==> config.mk <==
export PLATFORM = sky130hd
export DESIGN_NAME = layered_objects_mux
export DESIGN_NICKNAME = d
export VERILOG_FILES = /design/src/rtl/objects_mux_pkg.sv /design/src/rtl/layer_priority_sel.sv /design/src/rtl/layered_objects_mux.sv
export SDC_FILE = /design/constraint.sdc
export NUM_CORES = 1
export LEC_CHECK = 0
export BUFFER_PORTS_ARGS = -buffer_cell sky130_fd_sc_hd__buf_2
export CAP_MARGIN = 20
export CELL_PAD_IN_SITES_DETAIL_PLACEMENT = 2
export CELL_PAD_IN_SITES_GLOBAL_PLACEMENT = 2
export CORE_AREA = 2 2 80 82
export CTS_BUF_LIST = sky130_fd_sc_hd__clkbuf_2 sky130_fd_sc_hd__clkbuf_4 sky130_fd_sc_hd__clkbuf_8
export DETAILED_ROUTE_END_ITERATION = 7
export DIE_AREA = 0 0 82 84
export PLACE_DENSITY = 0.9
export SYNTH_ARGS = -nofsm -noshare
export SYNTH_HDL_FRONTEND = slang
export SYNTH_SLANG_ARGS = --single-unit
==> constraint.sdc <==
create_clock -name clk -period 1.05 [get_ports clk]
set_clock_uncertainty 0.05 [all_clocks]
set_input_delay 0.105 -clock clk [delete_from_list [all_inputs] [get_ports clk]]
set_output_delay 0.105 -clock clk [all_outputs]
set_load 0.01 [all_outputs]
==> src/rtl/objects_mux_pkg.sv <==
// Shared constants and RRRGGGBB -> 24-bit colour expansion for the layered object mux.
package objects_mux_pkg;

    localparam int unsigned RGB_W = 8;
    localparam logic [RGB_W-1:0] TRANSPARENT_DEF = 8'hFF;
    localparam logic [RGB_W-1:0] BLACK = 8'h00;

    function automatic logic [7:0] expand_red(input logic [RGB_W-1:0] c);
        return {c[7:5], {5{c[5]}}};
    endfunction

    function automatic logic [7:0] expand_green(input logic [RGB_W-1:0] c);
        return {c[4:2], {5{c[2]}}};
    endfunction

    function automatic logic [7:0] expand_blue(input logic [RGB_W-1:0] c);
        return {c[1:0], {6{c[0]}}};
    endfunction

endpackage

==> src/rtl/layer_priority_sel.sv <==
// Combinational layer selection: marks opaque layers and picks the lowest-index one, else background.
module layer_priority_sel
    import objects_mux_pkg::*;
#(
    parameter int unsigned      NUM_LAYERS  = 4,
    parameter logic [RGB_W-1:0] TRANSPARENT = TRANSPARENT_DEF
) (
    input  logic [NUM_LAYERS*RGB_W-1:0] i_layer_rgb,
    input  logic [NUM_LAYERS-1:0]       i_layer_req,
    input  logic [RGB_W-1:0]            i_bgr_rgb,
    output logic [RGB_W-1:0]            o_sel_rgb_c,
    output logic [NUM_LAYERS-1:0]       o_opaque_c
);

    always_comb begin
        o_opaque_c  = '0;
        o_sel_rgb_c = i_bgr_rgb;
        for (int i = 0; i < int'(NUM_LAYERS); i++) begin
            o_opaque_c[i] = i_layer_req[i] && (i_layer_rgb[i*RGB_W +: RGB_W] != TRANSPARENT);
        end
        // Walk from the lowest priority upwards so layer 0 is written last and wins.
        for (int i = int'(NUM_LAYERS) - 1; i >= 0; i--) begin
            if (o_opaque_c[i]) begin
                o_sel_rgb_c = i_layer_rgb[i*RGB_W +: RGB_W];
            end
        end
    end

endmodule

==> src/rtl/layered_objects_mux.sv <==
// Two-stage layered object compositor with per-frame collision reporting.
module layered_objects_mux
    import objects_mux_pkg::*;
#(
    parameter int unsigned      NUM_LAYERS  = 4,
    parameter logic [RGB_W-1:0] TRANSPARENT = TRANSPARENT_DEF,
    parameter bit               COLL_EN     = 1'b1
) (
    input  logic                        clk,
    input  logic                        reset,
    input  logic [NUM_LAYERS*RGB_W-1:0] layerRGB,
    input  logic [NUM_LAYERS-1:0]       layerReq,
    input  logic [RGB_W-1:0]            bgrRGB,
    input  logic                        blank,
    input  logic                        startOfFrame,
    output logic [7:0]                  redOut,
    output logic [7:0]                  greenOut,
    output logic [7:0]                  blueOut,
    output logic [NUM_LAYERS-1:0]       collisionVec,
    output logic                        collisionPulse
);

    logic [RGB_W-1:0]      w_sel_rgb;
    logic [NUM_LAYERS-1:0] w_opaque;
    logic [NUM_LAYERS-1:0] w_hits;

    logic [RGB_W-1:0]      r_sel_rgb;
    logic [NUM_LAYERS-1:0] r_opaque;
    logic                  r_blank;
    logic                  r_sof;
    logic [7:0]            r_red;
    logic [7:0]            r_green;
    logic [7:0]            r_blue;

    layer_priority_sel #(
        .NUM_LAYERS  (NUM_LAYERS),
        .TRANSPARENT (TRANSPARENT)
    ) u_sel (
        .i_layer_rgb (layerRGB),
        .i_layer_req (layerReq),
        .i_bgr_rgb   (bgrRGB),
        .o_sel_rgb_c (w_sel_rgb),
        .o_opaque_c  (w_opaque)
    );

    // Stage 1: selected colour plus the side-band needed by collision logic.
    always_ff @(posedge clk) begin
        if (reset) begin
            r_sel_rgb <= '0;
            r_opaque  <= '0;
            r_blank   <= 1'b0;
            r_sof     <= 1'b0;
        end else begin
            r_sel_rgb <= blank ? BLACK : w_sel_rgb;
            r_opaque  <= w_opaque;
            r_blank   <= blank;
            r_sof     <= startOfFrame;
        end
    end

    // Stage 2: colour expansion.
    always_ff @(posedge clk) begin
        if (reset) begin
            r_red   <= '0;
            r_green <= '0;
            r_blue  <= '0;
        end else begin
            r_red   <= expand_red(r_sel_rgb);
            r_green <= expand_green(r_sel_rgb);
            r_blue  <= expand_blue(r_sel_rgb);
        end
    end

    assign redOut   = r_red;
    assign greenOut = r_green;
    assign blueOut  = r_blue;

    // x & (x-1) is non-zero exactly when two or more layers are opaque.
    always_comb begin
        w_hits = '0;
        if (!r_blank && ((r_opaque & (r_opaque - NUM_LAYERS'(1))) != '0)) begin
            w_hits = r_opaque;
        end
    end

    generate
        if (COLL_EN) begin : g_coll
            logic [NUM_LAYERS-1:0] r_hit_acc;
            logic [NUM_LAYERS-1:0] r_coll_vec;
            logic                  r_coll_pulse;

            // Frame boundary: publish the finished frame, restart with this pixel's hits.
            always_ff @(posedge clk) begin
                if (reset) begin
                    r_hit_acc    <= '0;
                    r_coll_vec   <= '0;
                    r_coll_pulse <= 1'b0;
                end else if (r_sof) begin
                    r_hit_acc    <= w_hits;
                    r_coll_vec   <= r_hit_acc;
                    r_coll_pulse <= 1'b1;
                end else begin
                    r_hit_acc    <= r_hit_acc | w_hits;
                    r_coll_pulse <= 1'b0;
                end
            end

            assign collisionVec   = r_coll_vec;
            assign collisionPulse = r_coll_pulse;
        end else begin : g_no_coll
            assign collisionVec   = '0;
            assign collisionPulse = 1'b0;
        end
    endgenerate

endmodule
Yosys cells after proc, flatten, opt, wreduce, memory -nomap -nowiden

Index checks and enable logic that the tools add are counted.
W data, S select, Z words.

Add/subtract/negate cells: 1
Eq/ne operators: 4
Multiplexer cells: 7
Bitwise gates (word level): 2
Reduce and logical (&&, ||, !) cells: 8

Operators by type and width:

| kind                  | count |
|---|---|
| $mux W8               | 4 |
| $ne A8 B8 Y1 const B  | 4 |
| $mux W4               | 2 |
| $logic_and A1 B1 Y1   | 5 |
| $and A4 B4 Y4         | 1 |
| $or A4 B4 Y4          | 1 |
| $reduce_bool A4 Y1    | 1 |
| $sub A4 B1 Y4 const B | 1 |
| $reduce_or A2 Y1      | 1 |
| $logic_not A1 Y1      | 1 |
| $mux W1               | 1 |

Register bits after elaboration: 47
Output and inout port bits: 29
Word-level logic and storage cells: 32

Logic depth before layout (Yosys ltp)

Gate-level depths: netlist (run 1).

Depth in word-level cells: 7
Mapped depth: 5
Depth with buffers taken out: 4

Cells and area by module

From an unflattened synthesis (run 1), not the netlist that was laid out.

Cells, all modules: 166
Area, all modules: 1565.3 sq um

By module, submodules not included:

| module              | instances | cells an instance | area each (sq um) | sequential area each (sq um) |
|---|---|---|---|---|
| layered_objects_mux | 1         | 92                | 1039.7            | 620.6 |
| layer_priority_sel  | 1         | 74                | 525.5             | 0.0 |

Least setup slack after synthesis (run 1)

Ideal clock, no wire load.

Path kind: input port to flip-flop
Start: input layerRGB[22]
End: register r_sel_rgb[0]
Setup time: 0.144 ns
Arrival: 0.750 ns
Data required time: 0.856 ns
Path slack: 0.105 ns
Cell stages on the path: 5
Buffers on the path: 1
Cell sequence: nand4_1 > o21a_1 > buf_2 > o221ai_1 > a31oi_1

Word-level cells in the longest chain between the ends: 5

RTL lines:

| item                 | RTL line                  | source |
|---|---|---|
| start, declared      | layered_objects_mux.sv:11 | `input logic [NUM_LAYERS*RGB_W-1:0] layerRGB,` |
| $ne A8 B8 Y1         | layer_priority_sel.sv:19  | `o_opaque_c[i] = i_layer_req[i] && (i_layer_rgb[i*RGB_W +: RGB_W] != TRANSPARENT);` |
| $logic_and A1 B1 Y1  | layer_priority_sel.sv:19  |  |
| $mux W8 (3 in a row) | layer_priority_sel.sv:23  | `if (o_opaque_c[i]) begin` |
| end signal, assigned | layered_objects_mux.sv:54 | `r_sel_rgb <= blank ? BLACK : w_sel_rgb;` |
| end, declared        | layered_objects_mux.sv:27 | `logic [RGB_W-1:0] r_sel_rgb;` |

Every way passes these cells.
A chain may end at the register's enable or synchronous reset.

Final worst setup path (run 1)

Start: register r_opaque[3]
End: register g_coll.r_hit_acc[3]

Word-level cells in the longest chain between the ends: 7

RTL lines:

| item                   | RTL line                   | source |
|---|---|---|
| start, declared        | layered_objects_mux.sv:28  | `logic [NUM_LAYERS-1:0] r_opaque;` |
| start signal, assigned | layered_objects_mux.sv:55  | `r_opaque <= w_opaque;` |
| $sub A4 B1 Y4          | layered_objects_mux.sv:81  | `if (!r_blank && ((r_opaque & (r_opaque - NUM_LAYERS'(1))) != '0)) begin` |
| $and A4 B4 Y4          | layered_objects_mux.sv:81  |  |
| $reduce_bool A4 Y1     | layered_objects_mux.sv:81  |  |
| $logic_and A1 B1 Y1    | layered_objects_mux.sv:81  |  |
| $mux W4 (*)            | layered_objects_mux.sv:81  |  |
| $or A4 B4 Y4           | layered_objects_mux.sv:103 | `r_hit_acc <= r_hit_acc \| w_hits;` |
| $mux W4 (*)            | layered_objects_mux.sv:98  | `end else if (r_sof) begin` |
| end signal, assigned   | layered_objects_mux.sv:99  | `r_hit_acc <= w_hits;` |
| end signal, assigned   | layered_objects_mux.sv:103 |  |
| end, declared          | layered_objects_mux.sv:88  | `logic [NUM_LAYERS-1:0] r_hit_acc;` |

Every way passes the cells marked *; elsewhere a longest branch is shown, timed or not.

==> results of run 1 <==
-- cells in the mapped netlist, drive strengths merged (2+ instances only) --
library cell and count:
inv 3, nor2 10, dfxtp 31, and4 2
o311ai 2, o21a 2, a21oi 13, nand4 6
and4b 8, nand2 8, buf 19, a31oi 8
nor2b 14, nand2b 3, o221ai 8, mux2i 12
clkbuf 2, o21ai 10
-- sequential cells by signal, summed over array words and instances, names as in the netlist --
name and flops:
g_coll.r_hit_acc 4, collisionPulse 1, blueOut 2, collisionVec 4
redOut 3, greenOut 3, r_blank 1, r_sof 1
r_opaque 4, r_sel_rgb 8
-- repair_timing --
| action | CTS | global route |
|---|---|---|
| gates resized for setup | 1 | 3 |
| endpoints found under the hold margin | 0 | 1 |
| setup endpoints to repair | 2 | 15 |
| pin swaps | 2 | 4 |
| hold buffers | 0 | 1 |
-- kinds of logic (layout without fill, tap and decap cells) --
group,after synthesis,count (layout)
AOI/OAI and AO/OA,44,44
muxes,12,12
DFF,31,31
buffers and inverters,24,108
and+or+nand+nor,51,51
-- placed cells by master, fill, tap and decap left out, drive strengths merged, types with 2 or more instances in the layout --
cell type | Yosys | routed
a21oi | 13 | 13
a31oi | 8 | 8
and4 | 2 | 2
and4b | 8 | 8
buf | 19 | 96
clkbuf | 2 | 6
dfxtp | 31 | 31
inv | 3 | 3
mux2i | 12 | 12
nand2 | 8 | 8
nand2b | 3 | 3
nand4 | 6 | 6
nor2 | 10 | 10
nor2b | 14 | 14
o21a | 2 | 2
o21ai | 10 | 10
o221ai | 8 | 8
o311ai | 2 | 2
-- area by class of cell --
cell class | count | area [um2]
Clock buffer | 6 | 82.6
Tap cell | 77 | 96.3
Multi-Input combinational cell | 107 | 733
Fill cell | 729 | 3960
Sequential cell | 31 | 624
Clock inverter | 2 | 35.0
Inverter | 3 | 11.3
Timing Repair Buffer | 97 | 553
-- worst reg2reg max path, cell delays in order (launching register included) --
cell and delay [ns]:
dfxtp_2 0.34, a211oi_2 0.24, nor2_1 0.10, a21oi_1 0.16, nor2_1 0.06
-- power breakdown --
part	internal (mW)	total [mW]	switching, mW	leakage (nW)
logic	0.227	0.463	0.236	0.718
clock network	0.767	1.21	0.438	0.0612
registers	1.23	1.25	0.0263	0.255
-- final timing paths --
check / from / to / slack [ns] / cells after the start
setup / recovery: r_opaque[3]$_SDFF_PP0_ / g_coll.r_hit_acc[3]$_SDFF_PP0_ / -0.001 / 4
hold / removal: blank / r_blank$_SDFF_PP0_ / 0.04 / 2
setup reg to reg: r_opaque[3]$_SDFF_PP0_ / g_coll.r_hit_acc[3]$_SDFF_PP0_ / -0.001 / 4
hold reg to reg: r_sel_rgb[1]$_SDFF_PP0_ / blueOut[7]$_SDFF_PP0_ / 0.39 / 1
-- layer usage --
metal,global-route usage (%),vias to the layer above,wire length [um]
met3,4.76,5,217
met5,0,-,0
met1,18.0,736,1950
met4,5.00,0,43
li1,-,751,-
met2,28.5,44,2770
==> reports/metrics.yaml, run 1 <==
clocking:
  clock-sinks: 31
  clk_path_buf_depth: 2
  cts_root_buf: "clkbuf_8"
  postCtsSetupBuffers: 0
  htreeDepth: 2
  numCtsBuffers: 5
  clk_pin_slew_ns: 0.06
  cts_tree: "done"
  insertion_delay_ns: 0.28
setup_path:
  worst_setup_path_end_kind: "flop"
  cpLargestDelayFamily: "compound AO/OA/AOI/OAI gates"
  crit_buf_inv: 0
  critPathMaxFanout: 4
  max_stage_delay_ns: 0.34
  slowest_stage: "dfxtp_2"
  cp_data_arrival_time_ns: 1.17
  crit_type: "flop to flop"
  path_cells: "a211oi_2, nor2_1, a21oi_1, nor2_1"
  worstPathRequired_ns: 1.17
  startpoint_type: "flop"
  critPathMostFrequentCell: "nor2_1"
floorplanning:
  die-area_um2: 6890
  io_pins: 77
  die_h_um: 84
  placementRows: 29
  die_width_um: 82
  initial_utilization_pct: 24.7
  core_um2: 6100
global_routing:
  grt_pass1_wl_um: 8310
  track_usage_pct: 16.1
  grt_pass1_vias: 1645
  grt_antenna_before_repair: 0
  grt_max_degree: 23
  overflow: 0
cells_and_area:
  fin_cells: 323
  finalNetCount: 293
  drive_gt1_share_pct: 45.1
  area_delta_synth_final_pct: 41.9
  post-route-util_pct: 35.0
  num_antenna_cells: 0
  fin_area_um2: 2140
sta:
  final-max-slew-violation-count: 0
  worst_pin_slew_ns: 0.445
  rsz0062_at_grt: "yes"
  hold_viol_final: 0
  max_clock_freq_mhz: 951
  fin_worst_hold_slack_ns: 0.0366
  slew_headroom_pct: 70.2
  fin_setup_tns_ns: -0.00112
  timing.final.crit_share_pct: 100
  finalWorstSetupSlack_ns: -0.00112
  setup_viol: 1
  timing.final.crit_period_ns: 1.05
logic_synthesis:
  synth_top_area_cell: "dfxtp_1"
  synthArstFlopShare_pct: 0
  avgSynthCellArea_um2: 9.29
  synth.area.top_cells: "dfxtp_1 41%, buf_4 8.5%, mux2i_1 8.0%"
  synth_mux_area_share_pct: 7.98
  synth_top_area_share_pct: 41.2
  synth_seq_area_share_pct: 41.2
  synth_fp_nets: 210
  synth_seq_cells: 31
  synth_edf_count: 0
  synth_fa_ha_area_share_pct: 0
  yosys.area_share.simple_pct: 21.4
  syn_inst: 162
  yosysUniqueCellTypes: 23
  synth_top_family_by_area: "simple AND/OR/NAND/NOR gates"
  synth_xor_area_share_pct: 0
  ys.flop_type: "dfxtp_1"
  netlist_area_um2: 1510
  synth_compound_area_share_pct: 19.0
  yosysWarningCount: 0
route:
  wl_um: 4980
  post_drt_wl_per_cell_um: 15.4
  via_per_inst: 4.76
  drc: 0
  first_iter_violations: 35
  drtAntennaViolNets: 0
  route.vias.total: 1536
  drtPass1Iterations: 4
outcome:
  outcome: "complete, but fails checks"
  violations: "negative setup slack"
placed_design:
  numPortBuffers: 76
  gp_congestion: 0.836
  placed_cells: 314
  post_dp_cell_area_um2: 2000
  place_ws_ns: -0.208
  dp_hpwl_um: 4050
power:
  ir_drop_uv: 588
  leakagePower_nw: 1.03
  power_density_nw_per_um2: 1370
  total_power_mw: 2.92
hold_path:
  hp-class: "input pin to flop"
job:
  max_cap_viol_count: 0
(Power assumes the default switching activity.)
==> run 2: changes to the inputs <==
--- a/config.mk
+++ b/config.mk
@@ -13,7 +13,7 @@
 export CTS_BUF_LIST = sky130_fd_sc_hd__clkbuf_2 sky130_fd_sc_hd__clkbuf_4 sky130_fd_sc_hd__clkbuf_8
 export DETAILED_ROUTE_END_ITERATION = 7
 export DIE_AREA = 0 0 82 84
-export PLACE_DENSITY = 0.9
+export PLACE_DENSITY_LB_ADDON = 0.1
 export SYNTH_ARGS = -nofsm -noshare
 export SYNTH_HDL_FRONTEND = slang
 export SYNTH_SLANG_ARGS = --single-unit
==> run 2 against run 1 <==
  * The run now ends clean
  * Design area fell by 1.5%
  * Combinational power is 2% lower
  * Flip-flop and latch count unchanged
  * Critical endpoint is now r_sel_rgb[5]$_SDFF_PP0_
==> reports/metrics.yaml, run 2 (same netlist as run 1, synthesis figures left out) <==
outcome:
  outcome: "finished, final reports clean"
setup_path:
  r2r-start: "r_opaque[3]$_SDFF_PP0_"
  crit_buf_inv: 1
  slowest_stage: "o21a_1"
  ff2ff_setup_slack_ns: 0.08
  path_cells: "buf_2, nand4_1, o21a_1, o221ai_1, a31oi_1"
  max_stage_delay_ns: 0.30
  crit_type: "input pin to flop"
  reg2reg_depth: 4
  startpoint_type: "input pin"
  critPathMaxFanout: 9
  cpLargestDelayFamily: "compound AO/OA/AOI/OAI gates"
  worstPathRequired_ns: 1.14
  r2r_end: "g_coll.r_hit_acc[2]$_SDFF_PP0_"
  worst_setup_path_end_kind: "flop"
  cp_data_arrival_time_ns: 1.09
sta:
  max_clock_freq_mhz: 996
  fin_worst_hold_slack_ns: 0.0198
  timing.final.crit_share_pct: 95.6
  final-max-slew-violation-count: 0
  hold_viol_final: 0
  slew_headroom_pct: 80.4
  rsz0062_at_grt: "no"
  fin_setup_tns_ns: 0
  worst_pin_slew_ns: 0.294
  setup_viol: 0
  timing.final.crit_period_ns: 1.00
clocking:
  cts_tree: "done"
  clk_path_buf_depth: 2
  clock-sinks: 31
  clk_pin_slew_ns: 0.06
  cts_hold_buf: 0
  numCtsBuffers: 5
  insertion_delay_ns: 0.27
  htreeDepth: 2
  cts_root_buf: "clkbuf_8"
hold_path:
  hold-path-endpoint: "r_sof$_SDFF_PP0_"
  hp-class: "input pin to flop"
  hold_depth: 2
  hp-start: "startOfFrame"
placed_design:
  dp_hpwl_um: 4110
  numPortBuffers: 76
  gp_congestion: 0.799
global_routing:
  grt_antenna_before_repair: 0
  track_usage_pct: 15.0
  grt_pass1_vias: 1678
  grt_max_degree: 13
  grt_pass1_wl_um: 7960
  overflow: 0
cells_and_area:
  drive_gt1_share_pct: 45.1
  nFillCells: 711
  max_flop_register: "r_sel_rgb"
  final_common_cell: "buf_2"
  num_antenna_cells: 0
  regArea_um2: 624
  multi_input_area_um2: 733
  finalNetCount: 291
  area_delta_synth_final_pct: 39.8
  final_cell_mix: "76 x buf_2, 28 x dfxtp_1, 18 x buf_4, 14 x nor2b_1, 13 x a21oi_1"
  largest_reg_flops: 8
route:
  drtAntennaViolNets: 0
  wl_um: 4890
  first_iter_violations: 16
  drtPass1Iterations: 4
  post_drt_wl_per_cell_um: 15.2
  route.vias.total: 1509
  drc: 0
  via_per_inst: 4.70
job:
  max_cap_viol_count: 0
floorplanning:
  die_h_um: 84
  initial_utilization_pct: 24.7
  die_width_um: 82
  io_pins: 77
  die-area_um2: 6890
  placementRows: 29
  core_um2: 6100
power:
  leakagePower_nw: 1.02
  power_density_nw_per_um2: 1300
  ir_drop_uv: 425
==> run 2: worst max path at each step <==
| stage | from | cells after the start | to | slack (ns) |
|---|---|---|---|---|
| detailed placement | layerRGB[18] | 5 | r_sel_rgb[5]$_SDFF_PP0_ | -0.24 |
| global placement | layerRGB[22] | 5 | r_sel_rgb[5]$_SDFF_PP0_ | -0.16 |
| floorplan | layerRGB[22] | 5 | r_sel_rgb[0]$_SDFF_PP0_ | 0.11 |
| global route | greenOut[5]$_SDFF_PP0_ | 1 | greenOut[2] | 0.006 |
| finish | layerRGB[18] | 5 | r_sel_rgb[5]$_SDFF_PP0_ | 0.05 |
| CTS | redOut[5]$_SDFF_PP0_ | 1 | redOut[2] | 0.03 |
==> run 2: repair_timing <==
action	in CTS	in global routing
hold endpoints to repair	0	0
buffers inserted	0	0
endpoints found under the setup margin	0	12
resized for setup	0	6
==> run 2: layout make-up <==
cell class / count / area share [%]
Timing Repair Buffer: 95 / 25.4
Multi-Input combinational cell: 107 / 34.8
Tap cell: 77 / 4.58
Inverter: 3 / 0.535
Sequential cell: 31 / 29.7
Clock buffer: 8 / 4.93
==> run 2: metrics by stage <==
stage          cells  worst slack [ns]  area (um2)  power, mW  utilization [%]
3_3_place_gp     313            -0.158        1990       1.71             32.7
4_1_cts          321            0.0343        2100       2.79             34.4
6_report         321            0.0461        2100       2.74             34.5
3_5_place_dp     313            -0.239        1990       1.74             32.7
2_1_floorplan    162             0.105        1510       1.49                -
5_1_grt          321           0.00579        2100       2.91             34.5
==> run 2: power breakdown <==
part           internal (mW)  switching, mW  total [mW]
sequential              1.23         0.0263        1.25
combinational          0.222          0.231       0.454
clock                  0.623          0.411        1.03
==> run 2: routing by layer <==
layer,vias up,part of all wire [%],track usage (%)
li1,745,-,-
met1,714,38,15.8
met2,46,57,28.7
met3,4,4.1,2.92
met4,0,1.2,4.85
met5,-,0,0
